`src/rtl/ram512_pkg.sv`:
```
// ram512_pkg: shared sizes and controller state type for the ram512 front-end.
package ram512_pkg;
    localparam int AW    = 9;
    localparam int DW    = 16;
    localparam int DEPTH = 512;
    typedef enum logic {RUN, CLEAR} state_e;
endpackage

```
`src/rtl/ram512_clear_seq.sv`:
```
// ram512_clear_seq: RUN/CLEAR state, zero-fill address counter and completion pulse.
module ram512_clear_seq
    import ram512_pkg::*;
#(
    parameter int AW             = ram512_pkg::AW,
    parameter bit CLEAR_ON_RESET = 1'b1
) (
    input  logic          clk,
    input  logic          reset,
    input  logic          clear_req,
    output logic          busy,
    output logic          clear_done,
    output logic [AW-1:0] cnt
);
    localparam logic [AW-1:0] LAST = AW'(DEPTH - 1);
    state_e        state_q, state_d;
    logic [AW-1:0] cnt_q, cnt_d;
    logic          done_q, done_d;
    always_comb begin
        state_d = state_q;
        cnt_d   = cnt_q;
        done_d  = 1'b0;
        if (state_q == CLEAR) begin
            cnt_d = (cnt_q == LAST) ? '0 : cnt_q + 1'b1;
            if (cnt_q == LAST) begin
                state_d = RUN;
                done_d  = 1'b1;
            end
        end else if (clear_req) begin
            state_d = CLEAR;
        end
    end
    always_ff @(posedge clk or negedge reset) begin
        if (!reset) begin
            state_q <= CLEAR_ON_RESET ? CLEAR : RUN;
            cnt_q   <= '0;
            done_q  <= 1'b0;
        end else begin
            state_q <= state_d;
            cnt_q   <= cnt_d;
            done_q  <= done_d;
        end
    end
    assign busy       = (state_q == CLEAR);
    assign clear_done = done_q;
    assign cnt        = cnt_q;
endmodule

```
`src/rtl/ram512_ctrl.sv`:
```
// ram512_ctrl: handshake front-end for the 512x16 dual-read RAM with registered read responses.
// While the clear sequencer is busy, all readies drop and the write port is stolen for zero-fill.
module ram512_ctrl
    import ram512_pkg::*;
#(
    parameter int AW             = ram512_pkg::AW,
    parameter int DW             = ram512_pkg::DW,
    parameter bit CLEAR_ON_RESET = 1'b1
) (
    input  logic          clk,
    input  logic          reset,
    input  logic          clear_req,
    output logic          busy,
    output logic          clear_done,
    input  logic          wr_valid,
    output logic          wr_ready,
    input  logic [AW-1:0] wr_addr_in,
    input  logic [DW-1:0] wr_data,
    input  logic          rd_valid_a,
    output logic          rd_ready_a,
    input  logic [AW-1:0] rd_addr_a_in,
    output logic          rsp_valid_a,
    output logic [DW-1:0] rsp_data_a,
    input  logic          rd_valid_b,
    output logic          rd_ready_b,
    input  logic [AW-1:0] rd_addr_b_in,
    output logic          rsp_valid_b,
    output logic [DW-1:0] rsp_data_b,
    output logic          ram_wr,
    output logic [AW-1:0] ram_wr_addr,
    output logic [DW-1:0] ram_d_in,
    output logic [AW-1:0] ram_rd_addr_a,
    output logic [AW-1:0] ram_rd_addr_b,
    input  logic [DW-1:0] ram_d_out_a,
    input  logic [DW-1:0] ram_d_out_b
);
    logic [AW-1:0] clr_addr;
    logic          rsp_valid_a_q, rsp_valid_a_d, rsp_valid_b_q, rsp_valid_b_d;
    logic [DW-1:0] rsp_data_a_q, rsp_data_a_d, rsp_data_b_q, rsp_data_b_d;

    ram512_clear_seq #(.AW(AW), .CLEAR_ON_RESET(CLEAR_ON_RESET)) u_seq (
        .clk        (clk),
        .reset      (reset),
        .clear_req  (clear_req),
        .busy       (busy),
        .clear_done (clear_done),
        .cnt        (clr_addr)
    );

    assign wr_ready      = !busy;
    assign rd_ready_a    = !busy;
    assign rd_ready_b    = !busy;
    assign ram_wr        = busy | wr_valid;
    assign ram_wr_addr   = busy ? clr_addr : wr_addr_in;
    assign ram_d_in      = busy ? '0 : wr_data;
    assign ram_rd_addr_a = rd_addr_a_in;
    assign ram_rd_addr_b = rd_addr_b_in;

    // Capturing RAM output at the accepting edge yields pre-write data on same-address collisions.
    always_comb begin
        rsp_valid_a_d = rd_valid_a & !busy;
        rsp_valid_b_d = rd_valid_b & !busy;
        rsp_data_a_d  = rsp_valid_a_d ? ram_d_out_a : rsp_data_a_q;
        rsp_data_b_d  = rsp_valid_b_d ? ram_d_out_b : rsp_data_b_q;
    end
    always_ff @(posedge clk or negedge reset) begin
        if (!reset) begin
            rsp_valid_a_q <= 1'b0;
            rsp_valid_b_q <= 1'b0;
            rsp_data_a_q  <= '0;
            rsp_data_b_q  <= '0;
        end else begin
            rsp_valid_a_q <= rsp_valid_a_d;
            rsp_valid_b_q <= rsp_valid_b_d;
            rsp_data_a_q  <= rsp_data_a_d;
            rsp_data_b_q  <= rsp_data_b_d;
        end
    end
    assign rsp_valid_a = rsp_valid_a_q;
    assign rsp_valid_b = rsp_valid_b_q;
    assign rsp_data_a  = rsp_data_a_q;
    assign rsp_data_b  = rsp_data_b_q;
endmodule

```
`config.mk`:
```
export PLATFORM = sky130hd
export DESIGN_NAME = ram512_ctrl
export DESIGN_NICKNAME = d
export VERILOG_FILES = /design/src/rtl/ram512_pkg.sv /design/src/rtl/ram512_clear_seq.sv /design/src/rtl/ram512_ctrl.sv
export SDC_FILE = /design/constraint.sdc
export NUM_CORES = 1
export LEC_CHECK = 0
export CAP_MARGIN = 30
export CORE_ASPECT_RATIO = 1.4
export CORE_MARGIN = 2
export CORE_UTILIZATION = 24
export CTS_CLUSTER_SIZE = 30
export DETAILED_ROUTE_END_ITERATION = 10
export MAX_ROUTING_LAYER = met4
export SLEW_MARGIN = 20
export SYNTH_ARGS = -nofsm -noshare
export SYNTH_HDL_FRONTEND = slang
export SYNTH_SLANG_ARGS = --single-unit
```
`constraint.sdc`:
```
create_clock -name clk -period 5.4 [get_ports clk]
set_input_delay 1.62 -clock clk [delete_from_list [all_inputs] [get_ports clk]]
set_output_delay 1.62 -clock clk [all_outputs]
set_load 0.1 [all_outputs]
```
==> results.json, run 1 <==
{
  "crit_path_end_kind": "output port",
  "tightestPinTransition_ns": 1.00,
  "cts_made_buffers": 5,
  "synth_nets": 256,
  "synth_top_area_frac": 0.513,
  "p_comb_frac": 0.209,
  "drt_first_pass_iters": 3,
  "critPathRequiredTime_ns": 3.78,
  "hold_viol_final": 0,
  "synth_top_cell_by_area": "dfrtp_1",
  "cpMaxStageDelayCell": "clkdlybuf4s50_1",
  "cts_resized": 0,
  "cts_max_level": 2,
  "worstHoldPathType": "reg2reg",
  "irDropWorstVdd_mv": 0.210,
  "path_buf_inv": 2,
  "power_frac_seq": 0.408,
  "num-fill-cells": 852,
  "grt_pass1_vias": 1701,
  "wire_per_inst_um": 13.5,
  "worstPathMaxFanout": 1,
  "clock-root-buffer": "clkbuf_16",
  "yosys_warnings": 0,
  "cp.arrival_ns": 2.52,
  "critical_path_class": "in2out",
  "cts_tree": "yes",
  "period_minus_slack_ns": 4.14,
  "status": "complete, no violations",
  "netlist_area_sq_um": 2150,
  "p_per_area_nw_per_um2": 250,
  "final_nets": 365,
  "synth_area_per_cell_sq_um": 12.5,
  "leakagePower_nw": 1.51,
  "max_stage_delay_ns": 0.40,
  "synth_cell_type_count": 21,
  "cts_buffer_depth": 2,
  "clock_sinks": 45,
  "r2r.worst_path.cells": 4,
  "rsz0062_at_grt": "no",
  "grt.overflow.total": 0,
  "routed_via_density": 4.37,
  "ant_nets": 0,
  "antenna_cells": 0,
  "p_sw_mw": 0.237,
  "cap_violations": 0,
  "synth_seq_cells": 45,
  "grt_max_degree": 38,
  "worst_slew_margin_rel": 0.328,
  "grt_pass1_wl_um": 8400,
  "async_reset_ff_frac": 1.00,
  "slew_viol_final": 0,
  "fp.dieW_um": 83.9,
  "seq_area_frac_synth": 0.525,
  "start_kind": "input port",
  "clock_latency_ns": 0.28,
  "antenna_found_initial": 0,
  "timing.fmax_mhz": 242,
  "hpwl_um": 4050,
  "track_usage": 0.114,
  "finalWorstSetupSlack_ns": 1.26,
  "gp_congestion": 0.699,
  "rows": 40,
  "synth_flop_cell": "dfrtp_1",
  "initial_core_util": 0.248,
  "wl_um": 5190,
  "place_ws_ns": 1.25,
  "postCtsSetupBuffers": 0,
  "die-height_um": 116,
  "path_depth": 3,
  "io_pins": 164,
  "crit_chain": "clkdlybuf4s50_1, mux2_2, buf_4",
  "p_sw_frac": 0.272,
  "drt_iter0_drc": 34,
  "clock_power_share": 0.383,
  "synth_edf_count": 0,
  "layout-drive-gt1-share": 0.295,
  "vias": 1688,
  "fin_crit_sh": 0.767,
  "critPathTopFamily": "buffers and inverters",
  "port_buffers": 127,
  "drc": 0,
  "syn_inst": 172,
  "netlist_top_cells_area": "dfrtp_1, mux2_2, buf_4",
  "die_area_sq_um": 9720,
  "fin_setup_tns_ns": 0,
  "fin_skew_ns": 0.00296,
  "clkTransAtPathRegs_ns": 0.06,
  "p_int_mw": 0.634,
  "area_delta_synth_final_pct": 62.2,
  "whs_path_depth": 1,
  "setup_viol_count_final": 0,
  "cts_hold_buf": 0,
  "core-area_sq_um": 8660
}
==> cell usage after synthesis (3+ instances only) <==
| library cell | count |
|---|---|
| nand2_1 | 3 |
| dfrtp_1 | 44 |
| nor2_1 | 4 |
| nor2b_1 | 18 |
| buf_4 | 23 |
| or3_1 | 3 |
| nand3_1 | 3 |
| mux2_2 | 43 |
| buf_2 | 4 |
| nand4_1 | 3 |
| ha_1 | 3 |
| o21ai_0 | 7 |
==> placed cells by master (no fill, tap or decap), drive strengths merged <==
| cell type | synthesis | final |
|---|---|---|
| a22oi | 1 | 1 |
| ha | 3 | 3 |
| clkdlybuf4s50 | 0 | 100 |
| nand3b | 2 | 2 |
| and2 | 1 | 1 |
| clkinv | 0 | 1 |
| nand4 | 3 | 3 |
| clkbuf | 2 | 5 |
| dfstp | 1 | 1 |
| nand3 | 3 | 3 |
| nor2 | 4 | 4 |
| buf | 27 | 31 |
| xor2 | 2 | 2 |
| nand2 | 3 | 3 |
| or2 | 1 | 1 |
| or3 | 3 | 3 |
| o21ai | 7 | 7 |
| inv | 2 | 2 |
| mux2 | 43 | 43 |
| bufinv | 0 | 1 |
| nor2b | 18 | 18 |
| a21oi | 2 | 2 |
| dfrtp | 44 | 44 |
==> layout make-up <==
class | instances | area, sq um | area share
Clock buffer | 5 | 125 | 0.0359
Clock inverter | 2 | 35.0 | 0.0101
Inverter | 2 | 7.51 | 0.00216
Multi-Input combinational cell | 96 | 811 | 0.233
Sequential cell | 45 | 1130 | 0.324
Tap cell | 105 | 131 | 0.0377
Timing Repair Buffer | 131 | 1240 | 0.357
==> state kept, by name, summed over array words and instances (netlist names) <==
signal / flops
u_seq.clear_done: 1
rsp_valid_a: 1
u_seq.cnt: 9
rsp_valid_b: 1
rsp_data_a: 16
u_seq.busy: 1
rsp_data_b: 16
==> final timing paths <==
check	slack, ns	end	from
min in group asynchronous	1.26	rsp_data_b[8]	reset
worst min-delay path	0.50	rsp_data_a[0]	rsp_data_a[0]
worst max-delay path	1.26	ram_wr_addr[2]	wr_addr_in[2]
worst max register to register	3.54	u_seq.cnt[7]	u_seq.busy
max in group asynchronous	3.58	u_seq.busy	reset
worst min register to register	0.50	rsp_data_a[0]	rsp_data_a[0]
==> cell families (layout without fill, tap and decap cells) <==
group | count (synthesis) | after routing | synth area share
muxes | 43 | 43 | 0.226
buffers and inverters | 31 | 140 | 0.0968
adders and majority gates | 3 | 3 | 0.0175
AOI/OAI and AO/OA | 10 | 10 | 0.0245
DFF | 45 | 45 | 0.525
and+or+nand+nor | 38 | 38 | 0.102
xor gates and xnor gates | 2 | 2 | 0.00816
==> per-layer routing <==
layer | routed length, um | global-route usage | vias up | part of all wire
met5 | 0 | - | - | 0
met4 | 110 | 0.0527 | 0 | 0.021
met2 | 2590 | 0.192 | 104 | 0.50
li1 | - | - | 777 | -
met1 | 1950 | 0.119 | 794 | 0.37
met3 | 546 | 0.0434 | 13 | 0.11
==> power groups by stage <==
stage / Combinational (mW) / Sequential [mW] / Clock [mW]
floorplan: 0.0756 / 0.452 / 0
global placement: 0.181 / 0.361 / 0
detailed placement: 0.184 / 0.361 / 0
CTS: 0.184 / 0.355 / 0.349
global route: 0.189 / 0.356 / 0.364
finish: 0.182 / 0.355 / 0.334
==> metrics by stage <==
step                      hold WS [ns]  area [sq um]  power (mW)  instances   util
final                            0.501          3480       0.871        386  0.402
after global routing             0.514          3480       0.910        386  0.402
after CTS                        0.508          3480       0.888        386  0.402
after detailed placement         0.494          3320       0.545        379  0.384
after global placement           0.487          3300       0.542        378  0.381
after floorplan                  0.532          2150       0.527        172      -
(Power assumes the default switching activity.)
==> run 2, diff against run 1 <==
==> constraint.sdc (replaced) <==
create_clock -name clk -period 4.2 [get_ports clk]
set_input_delay 1.26 -clock clk [delete_from_list [all_inputs] [get_ports clk]]
set_output_delay 1.26 -clock clk [all_outputs]
set_load 0.1 [all_outputs]
==> results.json, run 2 (synthesis results as in run 1) <==
{
  "grt_pass1_vias": 1727,
  "fin_setup_tns_ns": 0,
  "p_int_mw": 0.836,
  "cts_tree": "yes",
  "clock_power_share": 0.397,
  "rsz0062_at_grt": "no",
  "drt_first_pass_iters": 4,
  "clock-root-buffer": "clkbuf_16",
  "wl_um": 5240,
  "setup_viol_count_final": 0,
  "worst_slew_margin_rel": 0.335,
  "cp.arrival_ns": 2.16,
  "leakagePower_nw": 1.60,
  "p_comb_frac": 0.205,
  "max_stage_delay_ns": 0.44,
  "wire_per_inst_um": 13.6,
  "port_buffers": 127,
  "dpl-instance-area_sq_um": 3630,
  "final_area_sq_um": 3800,
  "cts_made_buffers": 5,
  "ant_nets": 0,
  "fp.dieW_um": 83.9,
  "fin_skew_ns": 0.00406,
  "clkTransAtPathRegs_ns": 0.06,
  "clock_sinks": 45,
  "gp_congestion": 0.669,
  "core-area_sq_um": 8660,
  "cpMaxStageDelayCell": "clkdlybuf4s50_1",
  "cts_resized": 0,
  "routed_via_density": 4.31,
  "worstPathMaxFanout": 1,
  "dp_cells": 378,
  "fin_crit_sh": 0.815,
  "io_pins": 164,
  "power_frac_seq": 0.399,
  "grt_pass1_wl_um": 8540,
  "cts_max_level": 2,
  "worstSetupStartpoint": "wr_data[0]",
  "hold_path_startpoint": "rsp_data_a[11]",
  "postCtsSetupBuffers": 0,
  "start_kind": "input port",
  "final_cell_mix": "clkdlybuf4s50_1, dfrtp_1, mux2_2, buf_12, nor2b_1",
  "instances_no_fill": 386,
  "area_delta_synth_final_pct": 77.1,
  "vias": 1664,
  "initial_core_util": 0.248,
  "p_sw_mw": 0.308,
  "r2r-start": "u_seq.busy",
  "drc": 0,
  "crit_chain": "clkdlybuf4s50_1, nor2b_1, buf_12",
  "antenna_cells": 0,
  "grt.overflow.total": 0,
  "cap_violations": 0,
  "worstHoldPathType": "reg2reg",
  "grt_max_degree": 42,
  "timing.fmax_mhz": 292,
  "die_area_sq_um": 9720,
  "die-height_um": 116,
  "status": "complete, no violations",
  "irDropWorstVdd_mv": 0.236,
  "track_usage": 0.116,
  "rows": 40,
  "layout-drive-gt1-share": 0.306,
  "drt_iter0_drc": 28,
  "slew_viol_final": 0,
  "final_common_cell": "clkdlybuf4s50_1",
  "num-fill-cells": 804,
  "hpwl_um": 4110,
  "tightestPinTransition_ns": 0.995,
  "path_buf_inv": 2,
  "crit_path_end_kind": "output port",
  "hold_viol_final": 0,
  "period_minus_slack_ns": 3.42,
  "clock_latency_ns": 0.28,
  "p_sw_frac": 0.269,
  "final_core_utilization": 0.439,
  "cts_buffer_depth": 2,
  "final_nets": 364,
  "antenna_found_initial": 0,
  "critical_path_class": "in2out",
  "critPathTopFamily": "buffers and inverters",
  "critPathRequiredTime_ns": 2.94,
  "p_per_area_nw_per_um2": 301,
  "cts_hold_buf": 0
}
[run 2: cell types whose count changed in the layout (fill, tap and decap cells not counted)]
cell,before,now
clkbuf_1,0,1
clkbuf_8,0,1
buf_4,29,6
buf_12,1,27
clkinv_2,1,0
clkdlybuf4s50_1,100,96
[run 2: area by class of cell]
type / count / area, sq um / share of cell area
multi-input combinational: 96 / 811 / 0.213
clock inverter: 1 / 30.0 / 0.00790
inverter: 2 / 7.51 / 0.00197
clock buffer: 7 / 143 / 0.0375
tap: 105 / 131 / 0.0346
timing repair buffer: 130 / 1550 / 0.408
sequential: 45 / 1130 / 0.297
[run 2: power groups by stage]
stage / clock network [mW] / logic, mW / registers, mW
3_5_place_dp: 0 / 0.236 / 0.465
3_3_place_gp: 0 / 0.233 / 0.464
6_report: 0.454 / 0.234 / 0.456
4_1_cts: 0.467 / 0.237 / 0.457
5_1_grt: 0.489 / 0.243 / 0.458
2_1_floorplan: 0 / 0.0972 / 0.581
[run 2: metrics by stage]
step / power (mW) / hold WS, ns / setup slack, ns
floorplan: 0.678 / 0.532 / 0.346
global placement: 0.697 / 0.489 / 0.750
detailed placement: 0.701 / 0.495 / 0.758
CTS: 1.16 / 0.509 / 0.753
global route: 1.19 / 0.517 / 0.743
finish: 1.14 / 0.505 / 0.777
[run 2: final timing paths]
kind / to / slack, ns / depth (start not counted)
max reg2reg: rsp_data_b[3] / 2.24 / 3
max in group asynchronous: u_seq.busy / 2.74 / 2
min: rsp_data_a[11] / 0.50 / 1
min reg2reg: rsp_data_a[11] / 0.50 / 1
min in group asynchronous: rsp_data_a[2] / 0.90 / 1
max: ram_d_in[0] / 0.78 / 3
[run 2: per-layer routing]
layer  global-route usage  vias to the layer above  wire, um
li1                     -                      775         -
met1                0.121                      769      1990
met2                0.191                      106      2610
met3               0.0413                       14       496
met4               0.0624                        0       131
met5                    -                        -         0
[run 2: worst reg2reg max path: stages, from the launching register on]
cell and delay [ns]:
dfstp_2 1.03, nor2b_1 0.27, buf_4 0.27, mux2_2 0.28
==> run 3, diff against run 2 <==
==> constraint.sdc (replaced) <==
create_clock -name clk -period 2.8 [get_ports clk]
set_input_delay 0.84 -clock clk [delete_from_list [all_inputs] [get_ports clk]]
set_output_delay 0.84 -clock clk [all_outputs]
set_load 0.1 [all_outputs]
==> results.json, run 3 (synthesis results as in run 1) <==
{
  "leakagePower_nw": 1.66,
  "hpwl_um": 4160,
  "die-height_um": 116,
  "rsz0062_at_grt": "no",
  "status": "complete, no violations",
  "start_kind": "input port",
  "initial_core_util": 0.248,
  "path_buf_inv": 2,
  "rrSetupSlack_ns": 0.85,
  "die_area_sq_um": 9720,
  "cts_buffer_depth": 2,
  "cts_made_buffers": 5,
  "final_core_utilization": 0.434,
  "p_sw_frac": 0.287,
  "area_delta_synth_final_pct": 75.0,
  "cts_resized": 0,
  "final_common_cell": "clkdlybuf4s50_1",
  "final_cell_mix": "clkdlybuf4s50_1, dfrtp_1, mux2_2, buf_4, buf_12",
  "worst_slew_margin_rel": 0.753,
  "wire_per_inst_um": 13.3,
  "rows": 40,
  "routed_via_density": 4.37,
  "r2r.worst_path.cells": 4,
  "drt_first_pass_iters": 4,
  "antenna_cells": 0,
  "final_nets": 366,
  "crit_path_end_kind": "output port",
  "postCtsSetupBuffers": 0,
  "io_pins": 164,
  "p_sw_mw": 0.453,
  "ant_nets": 0,
  "tightestPinTransition_ns": 0.371,
  "period_minus_slack_ns": 2.59,
  "r2r-end": "u_seq.cnt[7]",
  "fin_crit_sh": 0.927,
  "crit_chain": "clkdlybuf4s50_1, nor2b_1, buf_12",
  "core-area_sq_um": 8660,
  "drt_iter0_drc": 39,
  "p_per_area_nw_per_um2": 421,
  "cts_hold_buf": 0,
  "fp.dieW_um": 83.9,
  "timing.fmax_mhz": 385,
  "slew_viol_final": 0,
  "wl_um": 5160,
  "vias": 1697,
  "cts_max_level": 2,
  "grt.overflow.total": 0,
  "port_buffers": 127,
  "p_int_mw": 1.13,
  "worstHoldPathType": "in2async",
  "r2r-start": "u_seq.busy",
  "fin_skew_ns": 0.00322,
  "critical_path_class": "in2out",
  "setup_viol_count_final": 0,
  "clock_power_share": 0.350,
  "layout-drive-gt1-share": 0.459,
  "track_usage": 0.113,
  "power_mw": 1.58,
  "grt_pass1_vias": 1807,
  "cts_tree": "yes",
  "irDropWorstVdd_mv": 0.358,
  "cpMaxStageDelayCell": "clkdlybuf4s50_1",
  "cp.arrival_ns": 1.75,
  "drc": 0,
  "fin_setup_tns_ns": 0,
  "hold_viol_final": 0,
  "clock_latency_ns": 0.28,
  "path_depth": 3,
  "cap_violations": 0,
  "clock_sinks": 45,
  "clkTransAtPathRegs_ns": 0.06,
  "antenna_found_initial": 0,
  "grt_pass1_wl_um": 8550,
  "gp_congestion": 0.690,
  "critPathTopFamily": "buffers and inverters",
  "grt_max_degree": 32,
  "worstPathMaxFanout": 1,
  "clock-root-buffer": "clkbuf_16",
  "p_comb_frac": 0.216,
  "max_stage_delay_ns": 0.46,
  "critPathRequiredTime_ns": 1.96,
  "power_frac_seq": 0.434
}
-- run 3: cell count changes in the layout (fill, tap and decap cells not counted), sizes merged --
| cell | previous run | this run |
|---|---|---|
| buf | 34 | 71 |
| bufinv | 1 | 0 |
| clkbuf | 7 | 6 |
| clkdlybuf4s50 | 96 | 61 |
| clkinv | 0 | 2 |
| clkinvlp | 0 | 1 |
| inv | 2 | 1 |
-- run 3: stage by stage --
stage	cells	setup WS, ns	instance area [sq um]	hold WS (ns)
final	388	0.205	3750	0.430
after global routing	388	0.153	3750	0.437
after CTS	388	0.189	3750	0.430
after detailed placement	380	0.194	3620	0.497
after global placement	380	0.215	3620	0.490
after floorplan	172	-0.321	2190	0.531
-- run 3: area by class of cell --
cell class                      count  area [sq um]
Fill cell                         850          4900
Timing Repair Buffer              132          1520
Sequential cell                    45          1130
Multi-Input combinational cell     96           826
Tap cell                          105           131
Clock buffer                        6           129
Inverter                            2          11.3
Clock inverter                      2          10.0
-- run 3: worst register-to-register path, delay by kind of cell (launching register included) --
kind,cells,cell delay [ns]
flops,1,0.86
buf+inv,1,0.25
compound gates,1,0.17
simple gates,2,0.59
-- run 3: layer usage --
layer,global-route usage,routed length (um),vias up
li1,-,-,786
met1,0.114,1790,801
met2,0.199,2770,89
met3,0.0370,458,21
met4,0.0495,138,0
met5,-,0,-
-- run 3: worst max-delay path by stage --
stage | slack, ns | start | to
3_3_place_gp | 0.22 | wr_data[1] | ram_d_in[1]
3_5_place_dp | 0.19 | wr_data[2] | ram_d_in[2]
4_1_cts | 0.19 | wr_data[2] | ram_d_in[2]
5_1_grt | 0.15 | u_seq.busy | ram_wr_addr[8]
2_1_floorplan | -0.32 | u_seq.busy | ram_d_in[0]
6_report | 0.21 | wr_data[2] | ram_d_in[2]
-- run 3: power by group through the flow --
stage / clock network [mW] / registers, mW / logic (mW)
final: 0.553 / 0.685 / 0.341
after global routing: 0.605 / 0.688 / 0.355
after CTS: 0.581 / 0.685 / 0.345
after detailed placement: 0 / 0.697 / 0.345
after global placement: 0 / 0.696 / 0.343
after floorplan: 0 / 0.871 / 0.146
==> RTL change 1, RTL diff (flow settings as in run 2) <==
Set the package constant `AW` to 8 (it was 9).
--- a/src/rtl/ram512_pkg.sv
+++ b/src/rtl/ram512_pkg.sv
@@ -1,6 +1,6 @@
 // ram512_pkg: shared sizes and controller state type for the ram512 front-end.
 package ram512_pkg;
-    localparam int AW    = 9;
+    localparam int AW    = 8;
     localparam int DW    = 16;
     localparam int DEPTH = 512;
     typedef enum logic {RUN, CLEAR} state_e;
Interface: changed (6 resized); port bits go from 164 to 158. The function was not compared with the original's and may differ.
==> RTL change 1 against run 2 <==
- area after synthesis down 4.0%
- setup slack worse by 0.020 ns
- count of clock-buffer cells in the layout down 1
- wire length down 3.6%
- critical path depth unchanged
- sequential cell count down 1
- design area down 3.1%
- largest cell class unchanged
Power is not compared: it rests on default switching activity, and its combinational part moved more than twofold at a synthesized area within 25%.
==> RTL change 1: results (changes against run 2) <==
N_diodes: 0 (unchanged)
Clk_skew: 0.002074 ns (-0.001991 ns)
Critical Path AT: 2.18 ns (+0.02 ns)
Layout cells sized above 1: 31.60% (+0.99 points)
Placer Congestion: 0.7078 (+5.8%)
Status: complete, no violations
Syn Nets: 238 (-7.0%)
Pin count of the biggest net entering global routing: 37 (-12%)
IO buf count: 125 (-1.6%)
Synth Area in Compound Gates: 0.9113% (-1.5 points)
Drt via density: 4.241 (-1.6%)
Clock buf/inv share: 4.451% (-0.091 points)
Adder-cell share of the synthesized area: 0.6075% (-1.1 points)
Fillers: 800 (-0.50%)
Vias in the first global route: 1677 (-2.9%)
Post-synthesis cell count: 159 (-7.6%)
Die Width: 82.29 µm (-1.9%)
Final Net Count: 347 (-4.7%)
Nonclk buf count: 128 (-1.5%)
Clk_buf instances: 6 (-1)
Placed cell area: 3518 µm² (-3.0%)
Seq Cell Count: 44 (-2.2%)
Sequential Area: 1102 µm² (-2.2%)
Least-Margin Pin Slew: 1.011 ns (+0.01622 ns)
Met3 routed WL: 574 µm (+16%)
Vias: 1586 (-4.7%)
DRT met1 WL: 1.787 mm (-10%)
Seq/Total Area, Yosys: 53.52% (+0.99 points)
Synth top area cells: dfrtp_1 52%, mux2_2 22%, buf_4 7.7%
Area of the multi-input gates: 755.7 µm² (-6.8%)
Initial antenna violation count: 0 (unchanged)
Worst slack at placement: 0.7376 ns (-0.02074 ns)
Top post-synthesis cells by count: 43 x dfrtp_1, 41 x mux2_2, 21 x buf_4
Xor and xnor area share after synthesis: 2.126% (+1.3 points)
DR WL met2: 2.555 mm (-2.3%)
Overall routing resource usage: 11.61% (+0.050 points)
Grt met1 use: 11.26% (-0.81 points)
DR iter-0 viols: 15 (-46%)
Met2 Use GR: 20.00% (+0.85 points)
DRT Wirelength: 5.045 mm (-3.6%)
Met3 usage: 4.272% (+0.14 points)
NonClk Buf Share: 41.32% (+0.50 points)
==> RTL change 1: changes by cell type in the layout (fill, tap and decap cells not counted), sizes merged, moves of 2 or more <==
cell    change
o21ai       -6
xnor2       +3
nand3b      -2
nor2        +2
mux2        -2
ha          -2
or3         -2
==> RTL change 1: power breakdown <==
group | internal, mW | switching, mW | total, mW
clock | 0.280 | 0.154 | 0.434
sequential | 0.495 | 0.0678 | 0.563
combinational | 0.347 | 0.671 | 1.02
==> RTL change 1: path summary, 6_finish.rpt <==
check	from	end	slack (ns)	cells after the start
worst max-delay path	wr_data[2]	ram_d_in[2]	0.76	3
worst min-delay path	rsp_data_a[14]	rsp_data_a[14]	0.50	1
worst max register to register	u_seq.busy	u_seq.cnt[3]	2.23	3
worst min register to register	rsp_data_a[14]	rsp_data_a[14]	0.50	1
max in group asynchronous	reset	u_seq.cnt[7]	2.74	2
min in group asynchronous	reset	rsp_data_b[6]	0.95	1
==> RTL change 2, RTL diff (flow settings as in run 2) <==
Made on the original files. Make the reset (`reset`) synchronous in 2 clocked blocks.
--- a/src/rtl/ram512_clear_seq.sv
+++ b/src/rtl/ram512_clear_seq.sv
@@ -30,7 +30,7 @@
             state_d = CLEAR;
         end
     end
-    always_ff @(posedge clk or negedge reset) begin
+    always_ff @(posedge clk) begin
         if (!reset) begin
             state_q <= CLEAR_ON_RESET ? CLEAR : RUN;
             cnt_q   <= '0;
--- a/src/rtl/ram512_ctrl.sv
+++ b/src/rtl/ram512_ctrl.sv
@@ -63,7 +63,7 @@
         rsp_data_a_d  = rsp_valid_a_d ? ram_d_out_a : rsp_data_a_q;
         rsp_data_b_d  = rsp_valid_b_d ? ram_d_out_b : rsp_data_b_q;
     end
-    always_ff @(posedge clk or negedge reset) begin
+    always_ff @(posedge clk) begin
         if (!reset) begin
             rsp_valid_a_q <= 1'b0;
             rsp_valid_b_q <= 1'b0;
Behaviour: differs if reset is asserted again (counterexample within 4 cycles, from zero or initial values and one cycle with reset low); with reset held inactive, the same outputs for 10 cycles.
==> RTL change 2 against run 2 <==
- sequential cell count unchanged
- critical endpoint is now ram_wr_addr[3]
- design area decreased by 2.8%
- setup slack got worse by 0.0097 ns
- global-route usage increased by 1.0 points
- clock skew increased by 0.0021 ns
- wire length increased by 10%
- maximum frequency decreased by 0.28%
- die area decreased by 3.3%
- final cell count increased by 22%
- area after synthesis decreased by 3.4%
Power is not compared: it rests on default switching activity, and its combinational part moved more than twofold at a synthesized area within 25%.
==> RTL change 2: results (changes against run 2) <==
IO buf count: 127 (unchanged)
Adder-cell share of the synthesized area: 1.812% (+0.062 points)
Synth top area cells: dfxtp_1 43%, nand2_1 13%, a21oi_1 8.7%
Worst hold path class: flip-flop to flip-flop
Seq/Total Area, Yosys: 43.48% (-9.1 points)
Worst Setup EP: ram_wr_addr[3]
Critical Path AT: 2.17 ns
Drt wl/cell: 12.31 µm (-9.2%)
Clk Latency, worst-skew pair: 0.28 ns (about the same)
Leakage: 1.342 nW
Peak supply drop: 0.0001825 V
Placed cell area: 3543 µm² (-2.3%)
DP Wirelength: 4.520 mm (+10%)
Worst r2r dst: rsp_data_a[13]
Clk_skew: 0.006201 ns (+0.002137 ns)
Highest fanout seen on the critical path: 1 (unchanged)
CTS buffer count: 5 (unchanged)
Worst slack at placement: 0.7539 ns (-0.004448 ns)
Placer Congestion: 0.7364 (+10%)
Max clock buf depth: 2 (unchanged)
Mux share of post-synthesis cell area: 4.831% (-18 points)
Top post-synthesis cells by count: 72 x nand2_1, 45 x dfxtp_1, 36 x a21oi_1
Synth Area in Compound Gates: 12.56% (+10 points)
First-pass GRT wire length: 8.942 mm (+4.7%)
Slowest cell on crit path: clkdlybuf4s50_1
Xor and xnor area share after synthesis: 0% (-0.82 points)
Start of the worst register-to-register path: u_seq.busy
N_diodes: 0 (unchanged)
Hold Path Depth: 2 (+1)
Relative slew slack: 33.50% (about the same)
Crit path launch: wr_addr_in[3]
Initial antenna violation count: 0 (unchanged)
Layout cells sized above 1: 15.38% (-15 points)
Top cell family by delay on the critical path: buffers and inverters
Setup Fix Bufs, Post-CTS: 0 (unchanged)
Slowest stage delay, CP: 0.46 ns (+0.02 ns)
Drt first pass iters: 4 (unchanged)
Fillers: 830 (+3.2%)
Pin count of the biggest net entering global routing: 23 (-45%)
Vias in the first global route: 1863 (+7.9%)
Status: complete, no violations
Final hold vios: 0 (unchanged)
Reg2Reg Setup Slack: 2.21 ns (-0.03 ns)
H-tree lvl count: 2 (unchanged)
Final Net Count: 447 (+23%)
DR iter-0 viols: 35 (+25%)
Clock root cell: clkbuf_16
Syn Nets: 343 (+34%)
Synth cell types: 30 (+43%)
CTS resizes: 0 (unchanged)
Synth warn: 0 (unchanged)
Drt via density: 4.358 (+1.1%)
Overall routing resource usage: 12.59% (+1.0 points)
Clock transition at path regs: 0.06 ns (about the same)
Post-synthesis async set-or-reset flop share: 0% (-100 points)
R2r worst-path depth: 5 (+2)
-- RTL change 2: layer usage --
metal	GRT usage, %	wire, µm	vias to the layer above	share of wire, %
met4	5.137	128	0	2.2
met2	22.15	3106	64	54
met5	-	0	-	0
met3	2.611	359	15	6.2
li1	-	-	1039	-
met1	13.40	2181	926	38
-- RTL change 2: report_power, final --
group	internal, mW	total [mW]	switching (mW)
Sequential	0.429	0.433	0.00389
Combinational	0.0683	0.106	0.0376
Clock	0.236	0.394	0.157
-- RTL change 2: how the worst min path moves through the flow --
stage	startpoint	endpoint	slack, ns
6_report	rsp_data_a[6]	rsp_data_a[6]	0.45
3_3_place_gp	rsp_data_b[12]	rsp_data_b[12]	0.44
2_1_floorplan	u_seq.cnt[7]	u_seq.cnt[7]	0.48
4_1_cts	rsp_data_a[9]	rsp_data_a[9]	0.46
3_5_place_dp	rsp_data_a[9]	rsp_data_a[9]	0.45
5_1_grt	rsp_data_b[7]	rsp_data_b[7]	0.47
-- RTL change 2: final cells by class --
cell class	count	area, µm²	share of cell area (%)
clock inverters	2	13.76	0.3724
flip-flops and latches	45	900.9	24.37
well taps	105	131.4	3.555
inverters	3	11.26	0.3047
repair buffers	133	1567	42.38
clock buffers	6	138.9	3.758
multi-input cells	175	933.4	25.25
-- RTL change 2: worst reg2reg max path, cell delays in order, from the launching register on --
cell and delay [ns]:
dfxtp_1 0.57, buf_4 0.32, buf_4 0.22, nand2b_1 0.52, nand2_1 0.11, a21oi_1 0.17
-- RTL change 2: stage by stage --
step	hold slack, ns	instances
final	0.4513	469
after detailed placement	0.4470	461
after global placement	0.4422	461
after global routing	0.4729	469
after CTS	0.4558	469
after floorplan	0.4769	259
